[config.mk]
export PLATFORM = sky130hd
export DESIGN_NAME = spad_io_ctrl
export DESIGN_NICKNAME = d
export VERILOG_FILES = /design/src/rtl/spad_io_ctrl.sv
export SDC_FILE = /design/constraint.sdc
export NUM_CORES = 1
export LEC_CHECK = 0
export CELL_PAD_IN_SITES_DETAIL_PLACEMENT = 1
export CELL_PAD_IN_SITES_GLOBAL_PLACEMENT = 2
export CORE_MARGIN = 2
export CORE_UTILIZATION = 27
export CTS_CLUSTER_SIZE = 24
export DETAILED_ROUTE_END_ITERATION = 6
export GPL_ROUTABILITY_DRIVEN = 0
export HOLD_SLACK_MARGIN = 0.1
export PLACE_DENSITY = 0.86
export SLEW_MARGIN = 15
export SYNTH_ARGS = -nofsm -noshare
export SYNTH_HDL_FRONTEND = slang
export SYNTH_SLANG_ARGS = --single-unit
[constraint.sdc]
create_clock -name clk -period 2.3 [get_ports clk]
set_clock_uncertainty 0.15 [all_clocks]
set_input_delay 0.46 -clock clk [delete_from_list [all_inputs] [get_ports clk]]
set_output_delay 0.46 -clock clk [all_outputs]
set_load 0.02 [all_outputs]
[src/rtl/spad_io_ctrl.sv]
// spad_io_ctrl: fill/drain sequencer between a PE scratchpad and NoC streams.
// Fill writes an input stream to consecutive SPad addresses. Drain reads
// consecutive addresses into a 2-entry output FIFO that absorbs the
// SPad's 1-cycle read latency.
// Optional macro SPAD_IO_PSUM_CLEAR_EN: each drain read also zeroes the
// location it reads.
module spad_io_ctrl #(
  parameter int unsigned DATA_BITWIDTH = 16,
  parameter int unsigned ADDR_BITWIDTH = 9
) (
  input  logic                     clk,
  input  logic                     reset,
  input  logic                     start_fill,
  input  logic                     start_drain,
  input  logic [ADDR_BITWIDTH-1:0] base_addr,
  input  logic [ADDR_BITWIDTH:0]   count,
  output logic                     busy,
  output logic                     done,
  input  logic                     in_valid,
  output logic                     in_ready,
  input  logic [DATA_BITWIDTH-1:0] in_data,
  output logic                     out_valid,
  input  logic                     out_ready,
  output logic [DATA_BITWIDTH-1:0] out_data,
  output logic                     spad_read_req,
  output logic [ADDR_BITWIDTH-1:0] spad_r_addr,
  output logic                     spad_write_en,
  output logic [ADDR_BITWIDTH-1:0] spad_w_addr,
  output logic [DATA_BITWIDTH-1:0] spad_w_data,
  input  logic [DATA_BITWIDTH-1:0] spad_r_data
);

  localparam int unsigned CNT_W = ADDR_BITWIDTH + 1;

  typedef enum logic [1:0] {ST_IDLE, ST_FILL, ST_DRAIN, ST_DONE} state_e;

  state_e                   state_q, state_d;
  logic [ADDR_BITWIDTH-1:0] base_q;
  logic [CNT_W-1:0]         count_q;
  logic [CNT_W-1:0]         idx_q;    // words written (fill) or reads issued (drain)
  logic [CNT_W-1:0]         ocnt_q;   // output handshakes completed (drain)
  logic                     rd_pend_q;
  logic [DATA_BITWIDTH-1:0] fifo_q [2];
  logic                     wr_ptr_q, rd_ptr_q;
  logic [1:0]               occ_q;

  logic [ADDR_BITWIDTH-1:0] cur_addr;
  logic                     rd_issue, fill_hs, out_hs, fifo_push, fifo_pop;
  logic                     start_any;

  // Shared datapath decode used by both the FSM and the output logic.
  always_comb begin
    start_any = start_fill | start_drain;
    cur_addr  = ADDR_BITWIDTH'(base_q + idx_q[ADDR_BITWIDTH-1:0]);
    fill_hs   = (state_q == ST_FILL) && in_valid;
    rd_issue  = (state_q == ST_DRAIN)
             && ((3'(occ_q) + 3'(rd_pend_q)) < 3'd2)
             && (idx_q < count_q);
    out_hs    = out_valid && out_ready;
    // Arriving read data bypasses the FIFO when it is empty and consumed now.
    fifo_push = rd_pend_q && !((occ_q == 2'd0) && out_ready);
    fifo_pop  = out_hs && (occ_q != 2'd0);
  end

  // State register.
  always_ff @(posedge clk) begin
    if (reset) state_q <= ST_IDLE;
    else       state_q <= state_d;
  end

  // Next-state logic; a simultaneous fill and drain start resolves to fill.
  always_comb begin
    state_d = state_q;
    case (state_q)
      ST_IDLE: begin
        if (start_any) begin
          if (count == '0)      state_d = ST_DONE;
          else if (start_fill)  state_d = ST_FILL;
          else                  state_d = ST_DRAIN;
        end
      end
      ST_FILL: begin
        if (fill_hs && ((idx_q + CNT_W'(1)) == count_q)) state_d = ST_DONE;
      end
      ST_DRAIN: begin
        if (out_hs && ((ocnt_q + CNT_W'(1)) == count_q)) state_d = ST_DONE;
      end
      ST_DONE: state_d = ST_IDLE;
      default: state_d = ST_IDLE;
    endcase
  end

  // Output decode; SPad controls are held at zero when not in use.
  always_comb begin
    busy          = (state_q == ST_FILL) || (state_q == ST_DRAIN);
    done          = (state_q == ST_DONE);
    in_ready      = (state_q == ST_FILL);
    out_valid     = (state_q == ST_DRAIN) && ((occ_q != 2'd0) || rd_pend_q);
    out_data      = '0;
    spad_read_req = 1'b0;
    spad_r_addr   = '0;
    spad_write_en = 1'b0;
    spad_w_addr   = '0;
    spad_w_data   = '0;
    if (occ_q != 2'd0) out_data = fifo_q[rd_ptr_q];
    else if (rd_pend_q) out_data = spad_r_data;
    if (fill_hs) begin
      spad_write_en = 1'b1;
      spad_w_addr   = cur_addr;
      spad_w_data   = in_data;
    end
    if (rd_issue) begin
      spad_read_req = 1'b1;
      spad_r_addr   = cur_addr;
`ifdef SPAD_IO_PSUM_CLEAR_EN
      spad_write_en = 1'b1;
      spad_w_addr   = cur_addr;
      spad_w_data   = '0;
`endif
    end
  end

  // Command registers, counters and the 2-entry drain FIFO.
  always_ff @(posedge clk) begin
    if (reset) begin
      base_q    <= '0;
      count_q   <= '0;
      idx_q     <= '0;
      ocnt_q    <= '0;
      rd_pend_q <= 1'b0;
      fifo_q[0] <= '0;
      fifo_q[1] <= '0;
      wr_ptr_q  <= 1'b0;
      rd_ptr_q  <= 1'b0;
      occ_q     <= '0;
    end else begin
      rd_pend_q <= rd_issue;
      if ((state_q == ST_IDLE) && start_any) begin
        base_q   <= base_addr;
        count_q  <= count;
        idx_q    <= '0;
        ocnt_q   <= '0;
        wr_ptr_q <= 1'b0;
        rd_ptr_q <= 1'b0;
        occ_q    <= '0;
      end else begin
        if (fill_hs || rd_issue) idx_q <= idx_q + CNT_W'(1);
        if (out_hs) ocnt_q <= ocnt_q + CNT_W'(1);
        if (fifo_push) begin
          fifo_q[wr_ptr_q] <= spad_r_data;
          wr_ptr_q         <= ~wr_ptr_q;
        end
        if (fifo_pop) rd_ptr_q <= ~rd_ptr_q;
        case ({fifo_push, fifo_pop})
          2'b10:   occ_q <= occ_q + 2'd1;
          2'b01:   occ_q <= occ_q - 2'd1;
          default: occ_q <= occ_q;
        endcase
      end
    end
  end

endmodule

; ---- After elaboration in Yosys (flattened, before gate mapping)
; Memories as Yosys holds them, arrays and structs flattened. A register that Yosys moved wholly into a read port is not among the register bits.
; Cells that the tools add are included.
[totals]
register_bits = 46
mem_bits_rw = 32
input_bits = 57
wordCells = 79
mem_count = 1
[memory_table]
columns = name, depth, width, read_ports, rd_ports_with_merged_regs, write_ports, line_no
row1 = fifo_q, 2, 16, 1, 1, 2, 43  ; logic [DATA_BITWIDTH-1:0] fifo_q [2];
[classes]
n_addsub = 6
order_cmp = 2
n_eq_ne = 10
mux = 25
bitwise_logic = 3
n_reduce_logical = 23
[op_table]
columns = cell, n
row1 = $mux 16, 4
row2 = $add 10x1->10 const B, 2
row3 = $eq 10x10->1, 2
row4 = $mux 9, 2
row5 = $reduce_or 16->1, 1
row6 = $mux 1, 12
row7 = $logic_and 1x1->1, 11
row8 = $logic_not 10->1, 1
row9 = $lt 10x10->1, 1
row10 = $mux 2, 5
row11 = $add 9x9->9, 1
row12 = $pmux 2 s4, 1
row13 = $eq 2x2->1 const B, 3
row14 = $eq 2x1->1 const B, 2
row15 = $logic_not 2->1, 2
row16 = $ne 2x2->1 const B, 2
row17 = $pmux 2 s2, 1
row18 = $reduce_bool 2->1, 2
row19 = $add 2x1->3, 1
row20 = $logic_or 1x1->1, 3
row21 = $lt 3x2->1 const B, 1
row22 = $reduce_and 3->1, 1
row23 = $add 2x1->2 const B, 1
row24 = $ne 2x1->1 const B, 1
row25 = 5 further kinds, 6

; ---- Longest topological paths before layout
; Gate-level depths: netlist of run 1.
[depth]
depth_word = 10
mapped_depth = 10

; ---- Worst setup path before layout of run 1
; No wires, ideal clock.
[synth_timing]
kind = register -> output
startpoint = reg count_q[1]
endpoint = out spad_r_addr[0]
arrival_time_ps = 2013
required_ps = 1690
setup_slack_ps = -323
stages_incl_launch_ff = 10
path_buffers = 0
path_cell_list = dfxtp_1 > inv_1 > ha_1 > nor2b_1 > o21ai_0 > a21oi_1 > nor2_1 > o21bai_1 > inv_1 > and2_1
[synth_via]
elab_chain_cells = 3
[synth_rtl]
columns = item, line_no
row1 = start: declaration, 39  ; logic [CNT_W-1:0] count_q;
row2 = start signal: assignment, 140  ; count_q <= count;
row3 = $lt 10x10->1, 58  ; && (idx_q < count_q);
row4 = $logic_and 1x1->1, 58
row5 = $mux 9, 112  ; if (rd_issue) begin
row6 = end: declaration, 26  ; output logic [ADDR_BITWIDTH-1:0] spad_r_addr,
; No other way between the ends.

; ---- Worst setup path in the final report of run 1
[layout_timing]
startpoint = reg base_q[1]
endpoint = out spad_w_addr[7]
[layout_via]
elab_chain_cells = 2
[layout_rtl]
columns = item, line_no
row1 = start: declaration, 38  ; logic [ADDR_BITWIDTH-1:0] base_q;
row2 = start signal: assignment, 139  ; base_q <= base_addr;
row3 = $add 9x9->9, 54  ; cur_addr = ADDR_BITWIDTH'(base_q + idx_q[ADDR_BITWIDTH-1:0]);
row4 = $mux 9, 107  ; if (fill_hs) begin
row5 = end: declaration, 28  ; output logic [ADDR_BITWIDTH-1:0] spad_w_addr,
; No other way between the ends.

==> impl_results.md, run 1 <==
- Buf+Inv Stages, Crit Path: 1
- RSZ-0062 raised after global routing: yes
- CP max FO: 3
- Critical path depth: 9
- Core area: about 0.018 mm2
- Chip height: roughly 140 um
- MaxCap Viol Count: 0
- Clk slew on worst S/H paths: 60 ps
- Synth cell types: 53
- Placed Area: between 0.006 and 0.007 mm2
- Setup TNS: -8551 ps
- Ports: around 110
- Pwr Density: 750.3 mW/mm2
- Crit path launch: base_q[1]
- Vias in the first global route: about 5400
- Lkg Pwr: 3.084 nW
- Global-route wire length before repair: 27570 um
- R2r worst-path depth: 10
- Global route total overflow: 0
- Final setup violation count: 19
- Final Max Slew Viols: 0
- Share of cells above drive strength 1: roughly a third
- Crit end category: primary output
- Sequential-to-total area share from yosys stat: 39.14%
- Dominant cells by area after synthesis: edfxtp_1, dfxtp_1, ha_1, nand2_1, and2_1
- Primary FF master, synth: dfxtp_1
- Slowest stage cell, crit path: dfxtp_2
- Failing checks: negative setup slack
- Hold path endpoint: base_q[3]
- Starting Density: 27.33%
- Detail Route Antenna Nets: 0
- Critical path required time: approximately 1700 ps
- Yosys warnings: 0
- WL/cell: 17.65 um
- Cell family with most CP delay: compound AO/OA/AOI/OAI gates
- CTS max path bufs: 2
- Final net count: ~840
- Tot GR Track Use: 17.89%
- Synthesis-to-layout area growth: 56.91%
- Dpl hpwl: 12310 um
- # fillers: roughly 2100
- Relative slew slack: between 70% and 80%
- Worst slew pin tran: around 380 ps
- Hold Crit Start: base_q[3]
- Number of remaining DRC errors: 0
- CTS buffer count: 9
- Final hold vios: 0
- WS Path Type: reg -> out
- Most used cell, CP: a21oi_2
- Mapped Avg Cell Area: 8.614 um2
- # diodes: 0
- Setup WS post-layout: -608.7 ps
- H-tree Lvls: 3
- Class of the worst hold path: reg -> reg
- Critical path launch point type: flop
- Number of vias per cell: 4.949
- Num Clock Sinks: around 80
- Crit path DAT: 2300 ps
- TritonCTS clock tree: yes
- Cell taking the most area after synthesis: edfxtp_1
- R2r startpoint: idx_q[0]
- Flop2flop setup slack: -140 ps
- Initial antenna violation count: 0
- Final instance area: 0.007624 mm2
- Wirelength, routed: 17520 um
- Syn Nets: 648
- Critical Path, Cell by Cell: ha_4, a21o_1, a21oi_2, nand2b_1, a21oi_2, o211ai_1, xor2_1, nor2_1, buf_4
- Outcome: finished with violations
- Max IR drop VDD: approximately 0.5 mV
- FP Rows: 49
- Fin crit period: 2909 ps
- Asr flop ratio synth: 0%
- Post-Syn Instances: 564
- Reg2reg end: state_q[1]
- Top cell type's share of synthesized area: just under 20%
- Full die area: between 0.015 and 0.02 mm2
- 1st-iter DRT viols: 133
- Max incr delay on CP: 340 ps
- Synth Register Bits: between 70 and 80
- Root Driver: clkbuf_16
- Port-buffer cells: 112
- Pin count of the biggest net entering global routing: 35
- Vias: 4914
- Clk_lat worst skew: between 300 and 400 ps
- Period utilization: 126.5%
- Die W: 138.1 um
- Synthesized area: 0.004858 mm2
- Pre-antenna DRT Iters: 5
- Cell count of the worst hold path: 2
- Post-synth EDFFs: 32
- Fmax: around 340 MHz
cell families after synthesis:
| logic type | count (synthesis) | synth area share [%] |
|---|---|---|
| AO/OA/AOI/OAI | 89 | 10.92 |
| XOR/XNOR | 47 | 8.473 |
| adder cells (fa/ha/maj) | 27 | 7.108 |
| buffers and inverters | 56 | 4.507 |
| flip-flops | 79 | 39.14 |
| multiplexers | 20 | 4.120 |
| AND/OR/NAND/NOR | 246 | 25.73 |
worst max-delay path by stage:
stage	to	slack, ps
global placement	spad_r_addr[8]	-630
floorplan	spad_r_addr[0]	-90
finish	spad_w_addr[7]	-610
detailed placement	spad_r_addr[8]	-700
global route	spad_w_addr[7]	-740
CTS	spad_r_addr[8]	-630
sequential cells by signal, indices dropped and copies added, names as in the netlist, named ones only:
name and count:
fifo_q 32, base_q 9, rd_pend_q 1, state_q 2
count_q 10, occ_q 2, rd_ptr_q 1, ocnt_q 10
idx_q 10, wr_ptr_q 1
Yosys cell counts (all sizes together) (18+ instances only):
master  count
nor2       51
xnor2      23
edfxtp     32
xor2       24
dfxtp      47
and2       36
a21oi      37
inv        24
mux2i      20
clkbuf     25
nand3      30
nand2      62
o21ai      29
and3       18
ha         26
final cells by class:
cell class / instances / area [um2] / share of cell area, %
sequential: 79 / 1923 / 25.23
inverter: 24 / 100.1 / 1.313
multi-input combinational: 429 / 3157 / 41.41
tap: 229 / 286.5 / 3.758
clock inverter: 5 / 58.81 / 0.7714
timing repair buffer: 216 / 1866 / 24.47
clock buffer: 11 / 232.7 / 3.053
repair_timing:
item / in CTS / in global routing
hold buffers: 0 / 0
endpoints found under the hold margin: 0 / 0
setup buffers: 13 / 6
gates resized for setup: 265 / 110
endpoints found under the setup margin: 57 / 90
gates cloned: 0 / 1
pin swaps: 25 / 28
per-stage QoR:
step	setup WS, ps	instances	utilization, %	total power [W]	hold WS (ps)
finish	-608.7	993	42.88	0.005720	319.2
global route	-735.8	993	42.88	0.006027	331.4
CTS	-630.9	991	41.98	0.005503	323.6
detailed placement	-701.6	964	38.82	0.003892	315.5
global placement	-626.8	964	38.82	0.003823	302.6
floorplan	-89.44	564	-	0.002808	290.6
where the power goes:
part / leakage (nW) / internal (W) / switching [W] / total, W
clock: 0.136 / 0.000843 / 0.000585 / 0.00143
combinational: 2.23 / 0.00117 / 0.00146 / 0.00264
sequential: 0.719 / 0.00159 / 0.0000703 / 0.00166
total: 3.08 / 0.00360 / 0.00212 / 0.00572
tightest hold or removal path: stages (launching register included):
cell and delay (ps):
dfxtp_1 310, nand2_1 50, a21oi_1 60
layer usage:
metal	part of all wire, %	GRT usage [%]	up-vias
met4	2.3	5.532	0
met3	5.5	4.226	30
li1	-	-	2335
met5	0	0	-
met2	52	33.06	149
met1	40	20.36	2400
cells in the final DEF (no fill, tap or decap), types with 22 or more instances in the layout:
cell and n:
buf_6 26, and2_1 34, nor2_1 39, nand3_1 28
buf_2 30, buf_4 92, nand2_1 60, edfxtp_1 32
a21oi_1 31, o21ai_0 22, dfxtp_1 34, clkdlybuf4s50_1 56
(Power assumes the default switching activity.)
==> run 2: changes to the inputs <==
--- a/config.mk
+++ b/config.mk
@@ -7,13 +7,14 @@
 export LEC_CHECK = 0
 export CELL_PAD_IN_SITES_DETAIL_PLACEMENT = 1
 export CELL_PAD_IN_SITES_GLOBAL_PLACEMENT = 2
-export CORE_MARGIN = 2
+export CORE_MARGIN = 3
 export CORE_UTILIZATION = 27
 export CTS_CLUSTER_SIZE = 24
 export DETAILED_ROUTE_END_ITERATION = 6
 export GPL_ROUTABILITY_DRIVEN = 0
 export HOLD_SLACK_MARGIN = 0.1
 export PLACE_DENSITY = 0.86
+export SKIP_CTS_REPAIR_TIMING = 1
 export SLEW_MARGIN = 15
 export SYNTH_ARGS = -nofsm -noshare
 export SYNTH_HDL_FRONTEND = slang
==> impl_results.md, run 2 (same netlist as run 1, synthesis figures left out) <==
- # diodes: 0 (unchanged)
- Vias: 4824 (-1.8%)
- Crit path launch: base_q[0]
- Wirelength, routed: 16810 um (-4.1%)
- MaxCap Viol Count: 0 (unchanged)
- Outcome: finished with violations
- Internal: 0.003519 W (-2.3%)
- Critical Path, Cell by Cell: ha_4, inv_2, fa_2, nor2b_2, o21ai_2, a21oi_2, o21ai_2, nand2b_1, xnor2_2, nor2_1, buf_4
- Ports: 113 (unchanged)
- Setup WS post-layout: -579.3 ps (+29.39 ps)
- Global-route wire length before repair: 26450 um (-4.0%)
- Comb power frac: 44.1% (-2.0 points)
- Core area: 0.01748 mm2 (-1.7%)
- Pwr Total: 0.005559 W (-2.8%)
- Fin crit period: 2879 ps (-29.39 ps)
- Initial antenna violation count: 0 (unchanged)
- Max IR drop VDD: 0.4364 mV (-11%)
- Lkg Pwr: 3.273 nW (+6.1%)
- Final setup violation count: 19 (unchanged)
- Sequential power share: 29.8% (+0.9 points)
- Setup TNS: -7421 ps (+1130 ps)
- Root Driver: clkbuf_16
- Pre-antenna DRT Iters: 4 (-1)
- Detail Route Antenna Nets: 0 (unchanged)
- CP max FO: 2 (-1)
- Critical path required time: 1690 ps (about the same)
- WS Path Type: reg -> out
- CTS max path bufs: 2 (unchanged)
- Final instance area: 0.007515 mm2 (-1.4%)
- Max FFs per register: 32 (unchanged)
- Post-Layout Cell Count: 987 (-0.60%)
- Starting Density: 27.80% (+0.47 points)
- Buf+Inv Stages, Crit Path: 2 (+1)
- FP Rows: 48 (-2.0%)
- Crit end category: primary output
- Slowest stage cell, crit path: fa_2
- Chip height: 140.1 um (+1.4%)
- Number of vias per cell: 4.888 (-1.2%)
- Commonest cells after routing, fill and taps aside: buf_4, nand2_1, clkdlybuf4s50_1
- Global route total overflow: 0 (unchanged)
- Final Max Slew Viols: 0 (unchanged)
- Critical path launch point type: flop
- Dpl hpwl: 12580 um (+2.2%)
- 1st-iter DRT viols: 213 (+60%)
- Relative slew slack: 71.92% (-2.5 points)
- Port-buffer cells: 112 (unchanged)
- RSZ-0062 raised after global routing: yes
- Die W: 140.1 um (+1.4%)
- Tot GR Track Use: 16.63% (-1.3 points)
- Pin count of the biggest net entering global routing: 35 (unchanged)
- Most used cell, CP: o21ai_2
- Vias in the first global route: 5212 (-3.4%)
- Final net count: 841 (-0.24%)
- Clk slew on worst S/H paths: 70 ps (about the same)
- Most common cell after layout, fill and taps aside: buf_4
- Reg with most FFs: fifo_q
- Cell family with most CP delay: adder cells
- DP Cell Count: 966 (+0.21%)
- R2r startpoint: idx_q[0]
- Final hold vios: 0 (unchanged)
- Hold Crit Start: base_q[3]
- Pwr Density: 739.7 mW/mm2 (-1.4%)
- Period utilization: 125.2% (-1.3 points)
- Share of cells above drive strength 1: 29.13% (-5.0 points)
- Class of the worst hold path: reg -> reg
- Full die area: 0.01964 mm2 (+2.9%)
- Number of remaining DRC errors: 0 (unchanged)
- Clk_lat worst skew: 360 ps (about the same)
- Synthesis-to-layout area growth: 54.67%
- TritonCTS clock tree: yes
- WL/cell: 17.03 um (-3.5%)
- Failing checks: negative setup slack
- Clock power share: 26.1% (+1.1 points)
- Net Sw Frac: 36.69% (-0.33 points)
- CTS buffer count: 9 (unchanged)
- Crit path DAT: 2270 ps (-30 ps)
- # fillers: 1982 (-5.3%)
- Max incr delay on CP: 370 ps (+30 ps)
- Worst slew pin tran: 418.2 ps (+38.65 ps)
- Placed Area: 0.006967 mm2 (+0.94%)
- Fmax: 347.3 MHz (+1.0%)
- Net Switching: 0.002040 W (-3.7%)
- Num Clock Sinks: 79 (unchanged)
- H-tree Lvls: 3 (unchanged)
-- run 2: layout make-up --
cell class / count / area [um2] / share of cell area (%)
Multi-Input combinational cell: 429 / 3029 / 40.31
Clock buffer: 11 / 232.7 / 3.097
Inverter: 24 / 92.59 / 1.232
Timing Repair Buffer: 214 / 1906 / 25.36
Clock inverter: 5 / 58.81 / 0.7826
Sequential cell: 79 / 1914 / 25.47
Tap cell: 225 / 281.5 / 3.746
-- run 2: per-layer routing --
| layer | track usage, % | wire (um) |
|---|---|---|
| met3 | 2.834 | 735 |
| met1 | 20.35 | 7269 |
| met4 | 5.507 | 359 |
| met2 | 29.56 | 8440 |
| met5 | 0 | 0 |
-- run 2: metrics by stage --
stage               hold slack [ps]  util, %  setup slack [ps]
floorplan                     290.6        -            -89.44
global placement              299.5    39.86            -647.0
detailed placement            312.5    39.86            -744.0
CTS                           322.4    41.53             -1134
global route                  330.9    43.00            -683.8
finish                        323.1    43.00            -579.3
-- run 2: tightest hold or removal path: cells and delay by family, from the launching register on --
kind             cells  cell delay [ps]
AO/OA/AOI/OAI        1               60
flip-flops           1              320
AND/OR/NAND/NOR      1               50
-- run 2: power by group through the flow --
stage          combinational, W  sequential [W]  clock [W]
2_1_floorplan           0.00113         0.00168          0
3_3_place_gp            0.00217         0.00167          0
4_1_cts                 0.00226         0.00165    0.00148
6_report                0.00245         0.00166    0.00145
5_1_grt                 0.00265         0.00167    0.00152
3_5_place_dp            0.00223         0.00168          0
-- run 2: final timing paths --
kind,to,slack (ps),cells past startpoint
setup / recovery,spad_r_addr[6],-580,11
hold / removal,base_q[3],320,2
setup reg to reg,state_q[1],-120,11
hold reg to reg,base_q[3],320,2
